### src/rtl/ring_noc_pkg.sv
// ring_noc_pkg: shared ring-router constants (packet width, VC ids, requester ids, header fields)
package ring_noc_pkg;
    localparam int   DW      = 64;
    localparam logic VC_EVEN = 1'b0;
    localparam logic VC_ODD  = 1'b1;
    localparam int   REQ_CW  = 0;
    localparam int   REQ_CCW = 1;
    localparam int   REQ_PE  = 2;
    localparam int   HOP_MSB = 25;
    localparam int   HOP_LSB = 18;
endpackage

### src/rtl/rr_arbiter.sv
// rr_arbiter: rotating-priority one-hot picker; pointer moves past the winner on each grant
// ports: clk, reset (async active-low), req candidates, gnt one-hot grant, idx winner index, any grant valid
module rr_arbiter #(
    parameter  int N  = 3,
    localparam int PW = (N > 1) ? $clog2(N) : 1
) (
    input  logic          clk,
    input  logic          reset,
    input  logic [N-1:0]  req,
    output logic [N-1:0]  gnt,
    output logic [PW-1:0] idx,
    output logic          any
);
    logic [PW-1:0] ptr_q, ptr_d;

    function automatic logic [PW-1:0] wrap(input int v);
        return PW'(v % N);
    endfunction

    // scanning from the far end lets the candidate closest to the pointer win last
    always_comb begin
        idx = '0;
        any = 1'b0;
        for (int k = N - 1; k >= 0; k--) begin
            if (req[wrap(int'(ptr_q) + k)]) begin
                idx = wrap(int'(ptr_q) + k);
                any = 1'b1;
            end
        end
        gnt   = any ? N'(1) << idx : '0;
        ptr_d = any ? wrap(int'(idx) + 1) : ptr_q;
    end

    always_ff @(posedge clk or negedge reset) begin
        if (!reset) ptr_q <= '0;
        else        ptr_q <= ptr_d;
    end
endmodule

### src/rtl/ring_output_vc_arbiter.sv
// ring_output_vc_arbiter: per-output-port scheduler with even/odd VC slots and polarity
// ports: clk, reset (async active-low), req/req_vc/req_data requester heads, gnt one-hot pop,
//        so/do_data/ro link handshake, polarity current cycle parity, slot_full slot valids
module ring_output_vc_arbiter #(
    parameter int NREQ = 3,
    parameter int DW   = ring_noc_pkg::DW
) (
    input  logic               clk,
    input  logic               reset,
    input  logic [NREQ-1:0]    req,
    input  logic [NREQ-1:0]    req_vc,
    input  logic [NREQ*DW-1:0] req_data,
    output logic [NREQ-1:0]    gnt,
    output logic               so,
    output logic [DW-1:0]      do_data,
    input  logic               ro,
    output logic               polarity,
    output logic [1:0]         slot_full
);
    import ring_noc_pkg::*;

    localparam int PW = (NREQ > 1) ? $clog2(NREQ) : 1;

    logic               pol_q, pol_d;
    logic [1:0]         valid_q, valid_d;
    logic [1:0][DW-1:0] data_q, data_d;
    logic               fill_vc;
    logic [NREQ-1:0]    elig;
    logic [PW-1:0]      win;
    logic               win_any;

    assign fill_vc = ~pol_q;
    // gating with reset keeps gnt low while the router is held in reset
    assign elig = req & ~(req_vc ^ {NREQ{fill_vc}}) & {NREQ{reset && !valid_q[fill_vc]}};

    rr_arbiter #(.N(NREQ)) u_rr (
        .clk   (clk),
        .reset (reset),
        .req   (elig),
        .gnt   (gnt),
        .idx   (win),
        .any   (win_any)
    );

    // fill and drain always address opposite slots, so both updates can apply together
    always_comb begin
        pol_d   = ~pol_q;
        valid_d = valid_q;
        data_d  = data_q;
        if (valid_q[pol_q] && ro) valid_d[pol_q] = 1'b0;
        if (win_any) begin
            valid_d[fill_vc] = 1'b1;
            data_d[fill_vc]  = req_data[int'(win)*DW +: DW];
        end
    end

    always_ff @(posedge clk or negedge reset) begin
        if (!reset) begin
            pol_q   <= VC_EVEN;
            valid_q <= '0;
            data_q  <= '0;
        end else begin
            pol_q   <= pol_d;
            valid_q <= valid_d;
            data_q  <= data_d;
        end
    end

    assign so        = valid_q[pol_q];
    assign do_data   = data_q[pol_q];
    assign polarity  = pol_q;
    assign slot_full = valid_q;
endmodule

### config.mk
export PLATFORM = sky130hd
export DESIGN_NAME = ring_output_vc_arbiter
export DESIGN_NICKNAME = d
export VERILOG_FILES = /design/src/rtl/ring_noc_pkg.sv /design/src/rtl/rr_arbiter.sv /design/src/rtl/ring_output_vc_arbiter.sv
export SDC_FILE = /design/constraint.sdc
export NUM_CORES = 1
export LEC_CHECK = 0
export CORE_UTILIZATION = 40
export CTS_CLUSTER_SIZE = 12
export DETAILED_ROUTE_END_ITERATION = 6
export PLACE_DENSITY = 0.73
export SYNTH_ARGS = -nofsm -noshare
export SYNTH_HDL_FRONTEND = slang
export SYNTH_HIERARCHICAL = 1
export SYNTH_SLANG_ARGS = --single-unit
### constraint.sdc
create_clock -name clk -period 3 [get_ports clk]
set_clock_uncertainty 0.05 [all_clocks]
set_input_delay 0.45 -clock clk [delete_from_list [all_inputs] [get_ports clk]]
set_output_delay 0.45 -clock clk [all_outputs]
set_load 0.03 [all_outputs]
==> impl_results.md, run 1 <==
* Initial antenna violation count at 0
* Clock Sinks at 133
* Final worst-path cycle share at 0.972
* Critical Path RT at 2.50 ns
* Placeable Area at 18000 um2
* 1st-iter DRT viols at 329
* Largest net degree at the start of global routing at 63
* Synth Area in Adders at 0.0102
* Row count at 49
* Final setup violation count at 0
* Chip width at 138 um
* EDFF count, synth at 0
* Routed WL at 21100 um
* R2r endpoint: data_q[104]$_DFFE_PN0P_
* # DRC at 3
* XOR/XNOR Fraction of Synth Area at 0
* Vias in the first global route at 6542
* Yosys reg bits at 133
* Initial core utilization at 0.409
* Pleak at 0.00425 uW
* Combinational family with the most area after synthesis: multiplexers
* Max Clock Freq at 343 MHz
* IO buf count at 271
* Busiest grt layer: met2
* Post-synthesis sequential area ratio at 0.451
* Failing checks: design-rule violations
* CP Class: reg -> out
* Final setup TNS at 0 ns
* Vias per cell at 5.20
* Clock Tree Root: clkbuf_16
* Die area at 19000 um2
* Compound-Gate Fraction of Synth Area at 0.133
* Final RePlAce weighted congestion at 0.809
* Final Util at 0.617
* Hold Fails Final Rpt at 0
* GRT Util Overall at 0.226
* Crit path cell chain: nor2_4, a22oi_1, nor2_1, buf_4, o221ai_2, a2bb2oi_2, o22a_2, ha_2, and2_2, buf_6
* TritonRoute pass-1 iters at 7
* Max IR drop VDD at 0.626 mV
* Slew headroom at 0.544
* Worst Setup End Kind: output port
* H-tree depth at 4
* Total Power at 11200 uW
* CP max FO at 7
* TritonCTS clock tree: built
* Yosys Warn Count at 6
* CTS Buf Count at 17
* Critical R2R Launch: polarity$_DFF_PN0_
* Critical-path top delay cell: dfrtp_4
* Grt met3 use at 0.0659
* Mean area per synthesized cell at 9.64 um2
* Tightest Pin Transition at 0.684 ns
* Yosys cell types at 37
* DR WL/cell at 16.5 um
* Max Root-Sink Buffers at 2
* Via count at 6634
* M1 GR Usage at 0.269
* Fraction of layout cells with a size suffix above 1 at 0.0918
* Synth-to-layout area growth at 50.9%
* FF-to-FF setup slack at 0.30 ns
* Worst Hold Class: in -> async
* NumNets Final at 1240
* CP Launch Type: flop
* Ys flop type: dfrtp_1
* Clk pin slew, worst setup/hold paths at 0.06 ns
* Async S/R FF share, synth at 1.00
* DP Area at 10400 um2
* Mux cell area share after synthesis at 0.188
* FF-to-FF path depth at 13
* Fin area at 11100 um2
* GR Util met2 at 0.387
* Delay-heaviest family, CP: compound AO/OA/AOI/OAI gates
* Tmin final at 2.92 ns
* Clock latency on the worst-skew pair at 0.41 ns
* GRT overflow at 0
* Cells after Synth at 765
* Crit path largest cell delay at 0.52 ns
* Hold_buf cts at 0
* Worst Path Arrival at 2.42 ns
* Pins Over Slew Limit at 0
* Buf+Inv Stages, Crit Path at 2
* First-pass GRT wire length at 32500 um
* Hpwl dp at 14800 um
* Post-route ant nets at 0
* Layout fillers at 1573
* Hold slack at 0.0586 ns
* Syn Nets at 972
* Antenna cells at 0
* Die Height at 138 um
* PwrDens at 1000 nW/um2
* Simple-gate area share of the yosys netlist at 0.167
* Io pins at 272
* Mapped cell area at 7370 um2
* Status: complete, but fails checks
* Unrepaired setup endpoints after global routing: yes
* MaxCap Viol Count at 0
## report_power, final
group          leakage [uW]  switching [uW]  total [uW]  internal, uW
logic               0.00250            3270        5950          2680
clock network      0.000282             779        2040          1270
registers           0.00147             430        3160          2730
total               0.00425            4480       11200          6680
## worst reg2reg max path, stage by stage, from the launching register on
cell and delay, ns:
dfrtp_4 0.52, nor2_4 0.12, a22oi_1 0.10, nor2_1 0.15, buf_4 0.14, o221ai_2 0.09, a2bb2oi_2 0.17, o22ai_4 0.18
buf_4 0.18, buf_4 0.27, buf_12 0.17, mux2i_1 0.06, or2_1 0.22, a31oi_1 0.20
## sequential cells by signal, summed over array words and instances, names as in the netlist
| signal | flops |
|---|---|
| data_q | 128 |
| slot_full | 2 |
| u_rr/ptr_q | 2 |
| polarity | 1 |
## layout by cell type (no fill, tap or decap), types with 4 or more instances in the layout
cell             Yosys  routed
clkdlybuf4s50_1      0     267
nor2_1             136     134
dfrtp_1            133     132
a31oi_1            128     128
nand2_1             68      68
mux2i_1             65      65
or2_1               64      64
mux2_1              62      62
buf_4                1      24
clkbuf_16            0      17
buf_12               5      11
inv_1                9       9
buf_6                2       5
clkinv_2             0       4
## metrics by stage
step,worst slack (ns),std cells
5_1_grt,-0.0635,1275
4_1_cts,0.00836,1273
2_1_floorplan,0.0513,765
3_5_place_dp,-0.0502,1236
3_3_place_gp,-0.0188,1236
6_report,0.0844,1275
## worst max-delay path by stage
| stage | start | to | slack (ns) | cells past startpoint |
|---|---|---|---|---|
| after detailed placement | req_vc[1] | data_q[37]$_DFFE_PN0P_ | -0.05 | 13 |
| final | polarity$_DFF_PN0_ | gnt[1] | 0.08 | 10 |
| after CTS | polarity$_DFF_PN0_ | gnt[0] | 0.008 | 9 |
| after global placement | req_vc[1] | data_q[62]$_DFFE_PN0P_ | -0.02 | 13 |
| after floorplan | polarity$_DFF_PN0_ | data_q[10]$_DFFE_PN0P_ | 0.05 | 13 |
| after global routing | polarity$_DFF_PN0_ | gnt[2] | -0.06 | 9 |
## cells by family after synthesis
| group | after synthesis |
|---|---|
| adder cells (fa/ha/maj) | 6 |
| AND/OR/NAND/NOR | 278 |
| AO/OA/AOI/OAI | 151 |
| buffers and inverters | 67 |
| multiplexers | 130 |
| flip-flops | 133 |
## routing by layer
metal	share of wire	vias to the layer above
li1	-	3233
met1	0.41	3129
met2	0.49	254
met3	0.081	18
met4	0.012	0
met5	0	-
## repair_timing
action	4_1_cts	5_1_grt
pin swaps	2	7
endpoints found under the setup margin	4	27
buffers inserted	5	2
gates resized for setup	7	11
## Yosys cell counts (2+ instances only)
library cell  count  area, um2
a21boi_0          2       15.0
o21a_1            2       15.0
a31oi_1         128        801
nor2b_1           3       18.8
dfrtp_1         133       3330
buf_2            17       85.1
mux2_1           62        698
mux2_2            2       22.5
inv_1             9       33.8
buf_6             2       22.5
buf_12            5        100
clkbuf_1         32        120
o21ai_0           5       25.0
nand2_1          68        255
o22ai_1           2       12.5
a22oi_1           3       22.5
mux2i_1          65        651
ha_1              6       75.1
or2_1            64        400
nor2_1          136        510
and2_2            3       22.5
## final cells by class
cell class                      count  area (um2)  share of cell area
Timing Repair Buffer              307        3130               0.281
Sequential cell                   133        3330               0.299
Tap cell                          229         287              0.0257
Clock buffer                       20         457              0.0410
Multi-Input combinational cell    565        3760               0.338
Clock inverter                     12         129              0.0116
Inverter                            9        33.8             0.00304
No activity file was read; power rests on OpenSTA's default activity.
==> inputs of run 2 (changes only) <==
--- a/config.mk
+++ b/config.mk
@@ -5,10 +5,11 @@
 export SDC_FILE = /design/constraint.sdc
 export NUM_CORES = 1
 export LEC_CHECK = 0
+export ABC_AREA = 1
 export CORE_UTILIZATION = 40
 export CTS_CLUSTER_SIZE = 12
 export DETAILED_ROUTE_END_ITERATION = 6
-export PLACE_DENSITY = 0.73
+export PLACE_DENSITY = 0.71
 export SYNTH_ARGS = -nofsm -noshare
 export SYNTH_HDL_FRONTEND = slang
 export SYNTH_HIERARCHICAL = 1
==> impl_results.md, run 2 <==
* Status: finished clean
* TritonCTS clock tree: built
* Die area at 21200 um2
* Worst Setup End Kind: output port
* Top-count cell post-synth: nand2_1
* Vias in the first global route at 8314
* Antenna cells at 0
* IO buf count at 271
* Yosys Warn Count at 6
* Mapped cell area at 8270 um2
* Top post-synthesis cells by area: dfrtp_1 40%, nand2_1 38%, inv_1 6.6%
* Pins Over Slew Limit at 0
* Placeable Area at 20200 um2
* Routed WL at 24600 um
* Clock Tree Root: clkbuf_16
* Max IR drop VDD at 0.680 mV
* Fraction of layout cells with a size suffix above 1 at 0.0913
* Async S/R FF share, synth at 1.00
* Hold Fails Final Rpt at 0
* 1st-iter DRT viols at 340
* TritonRoute pass-1 iters at 5
* EDFF count, synth at 0
* Critical Path RT at 2.50 ns
* Place WS at -0.230 ns
* Worst Path Arrival at 2.40 ns
* Cells after Synth at 1314
* Area occupied by multi-input gates at 4050 um2
* Row count at 52
* Worst Hold Class: in -> async
* Most instantiated cells after synthesis: 832 x nand2_1, 146 x inv_1, 133 x dfrtp_1
* Layout fillers at 1924
* Ys flop type: dfrtp_1
* FF-to-FF path depth at 19
* First-pass GRT wire length at 40400 um
* FF/Latch Area at 3330 um2
* Io pins at 272
* Post-synthesis sequential area ratio at 0.403
* PwrDens at 1130 nW/um2
* Final setup TNS at 0 ns
* Die Height at 146 um
* Yosys top cell by area: dfrtp_1
* GRT overflow at 0
* CP Launch Type: flop
* Initial antenna violation count at 0
* CP Class: reg -> out
* Final worst-path cycle share at 0.966
* MaxCap Viol Count at 0
* Tightest Pin Transition at 0.804 ns
* Initial core utilization at 0.409
* Mean area per synthesized cell at 6.29 um2
* Critical R2R Launch: polarity$_DFF_PN0_
* Largest net degree at the start of global routing at 134
* Syn Nets at 1521
* Final RePlAce weighted congestion at 0.893
* Post-route ant nets at 0
* Hpwl dp at 16600 um
* Final setup violation count at 0
* Yosys reg bits at 133
* DR WL/cell at 13.2 um
* FF-to-FF setup slack at 0.37 ns
* CTS Buf Count at 17
* Clock Sinks at 133
* R2r endpoint: data_q[14]$_DFFE_PN0P_
* CP max FO at 8
* Top-area cell type share of the netlist area at 0.403
* H-tree depth at 4
* Most flops, register: data_q
* Slew headroom at 0.464
* Via count at 8440
* Chip width at 146 um
* Max Clock Freq at 345 MHz
* Yosys cell types at 22
* Max reg flops at 128
* # DRC at 0
* Tmin final at 2.90 ns
* Max Root-Sink Buffers at 2
* Commonest cells after routing, fill and taps aside: 825 x nand2_1, 267 x clkdlybuf4s50_1, 139 x inv_1
* Pleak at 0.00665 uW
* Synth-to-layout area growth at 46.1%
* Clk pin slew, worst setup/hold paths at 0.06 ns
* Hold_buf cts at 0
* GRT Util Overall at 0.235
* Vias per cell at 4.54
* NumNets Final at 1783
* Clock latency on the worst-skew pair at 0.41 ns
* Post-route worst setup slack at 0.101 ns
* Final Util at 0.597
* Most common cell after layout, fill and taps aside: nand2_1
run 2: cell types whose count changed in the layout (fill, tap and decap cells not counted), moves of 10 or more:
| cell | delta |
|---|---|
| nand2_1 | +757 |
| nor2_1 | -134 |
| inv_1 | +130 |
| a31oi_1 | -128 |
| nand3_1 | +70 |
| mux2i_1 | -65 |
| or2_1 | -64 |
| mux2_1 | -62 |
| nand2_2 | +38 |
| inv_2 | +10 |
run 2: where the power goes:
part / leakage [uW] / internal (uW) / switching (uW)
combinational: 0.00476 / 3160 / 5110
sequential: 0.00159 / 2780 / 471
clock: 0.000290 / 1350 / 779
total: 0.00665 / 7290 / 6360
run 2: final cells by class:
| class | count | share of cell area |
|---|---|---|
| tap | 270 | 0.0280 |
| inverter | 151 | 0.0475 |
| clock buffer | 21 | 0.0381 |
| clock inverter | 11 | 0.0123 |
| multi-input combinational | 963 | 0.335 |
| timing repair buffer | 310 | 0.264 |
| sequential | 133 | 0.276 |
run 2: cell families (layout without fill, tap and decap cells):
family / count (synthesis) / count (layout) / share of synthesized area
AOI/OAI and AO/OA: 5 / 5 / 0.00439
adders and majority gates: 6 / 6 / 0.00908
buffers and inverters: 218 / 493 / 0.125
DFF: 133 / 133 / 0.403
and+or+nand+nor: 952 / 952 / 0.459
run 2: how the worst max path moves through the flow:
stage / startpoint / end / slack (ns) / depth (start not counted)
6_report: polarity$_DFF_PN0_ / gnt[1] / 0.10 / 16
3_5_place_dp: req_vc[0] / gnt[2] / -0.23 / 14
5_1_grt: polarity$_DFF_PN0_ / gnt[1] / -0.002 / 16
4_1_cts: polarity$_DFF_PN0_ / gnt[0] / 0.006 / 17
3_3_place_gp: req_vc[0] / gnt[2] / -0.19 / 13
2_1_floorplan: polarity$_DFF_PN0_ / gnt[1] / 0.08 / 13
run 2: routing by layer:
metal,up-vias,part of all wire,track usage,wire length (um)
met4,0,0.015,0.0632,361
met1,3802,0.43,0.284,10700
li1,4374,-,-,-
met5,-,0,0,0
met3,26,0.065,0.0567,1600
met2,238,0.49,0.415,11900
run 2: critical path, cell delays in order, from the launching register on:
cell     delay (ns)
dfrtp_2        0.45
buf_6          0.15
or2_4          0.25
nand3_2        0.06
nor2_2         0.05
buf_4          0.14
nand3_1        0.08
inv_1          0.06
nand3_2        0.07
nand3_2        0.06
nand2_2        0.08
buf_6          0.12
inv_6          0.04
ha_4           0.15
nand2_4        0.06
inv_2          0.04
buf_6          0.12
run 2: what timing repair did:
action                     4_1_cts  5_1_grt
resized for setup               25       23
setup endpoints to repair       10        3
cloned                           0        0
setup buffers                    2        2
pin swaps                        6       10
run 2: through the flow:
step                cells  power, uW  hold slack (ns)  instance area, um2
floorplan            1314       8690            0.104                8270
global placement     1823      11200            0.411               11300
detailed placement   1823      11400            0.415               11300
CTS                  1857      13700            0.180               12000
global route         1859      14800            0.202               12100
finish               1859      13700           0.0796               12100
==> inputs of run 3 (changes only) <==
--- a/config.mk
+++ b/config.mk
@@ -10,6 +10,7 @@
 export CTS_CLUSTER_SIZE = 12
 export DETAILED_ROUTE_END_ITERATION = 6
 export PLACE_DENSITY = 0.71
+export SLEW_MARGIN = 15
 export SYNTH_ARGS = -nofsm -noshare
 export SYNTH_HDL_FRONTEND = slang
 export SYNTH_HIERARCHICAL = 1
==> results of run 3 <==
The final DEF is identical to that of run 2; final timing and power are the same.
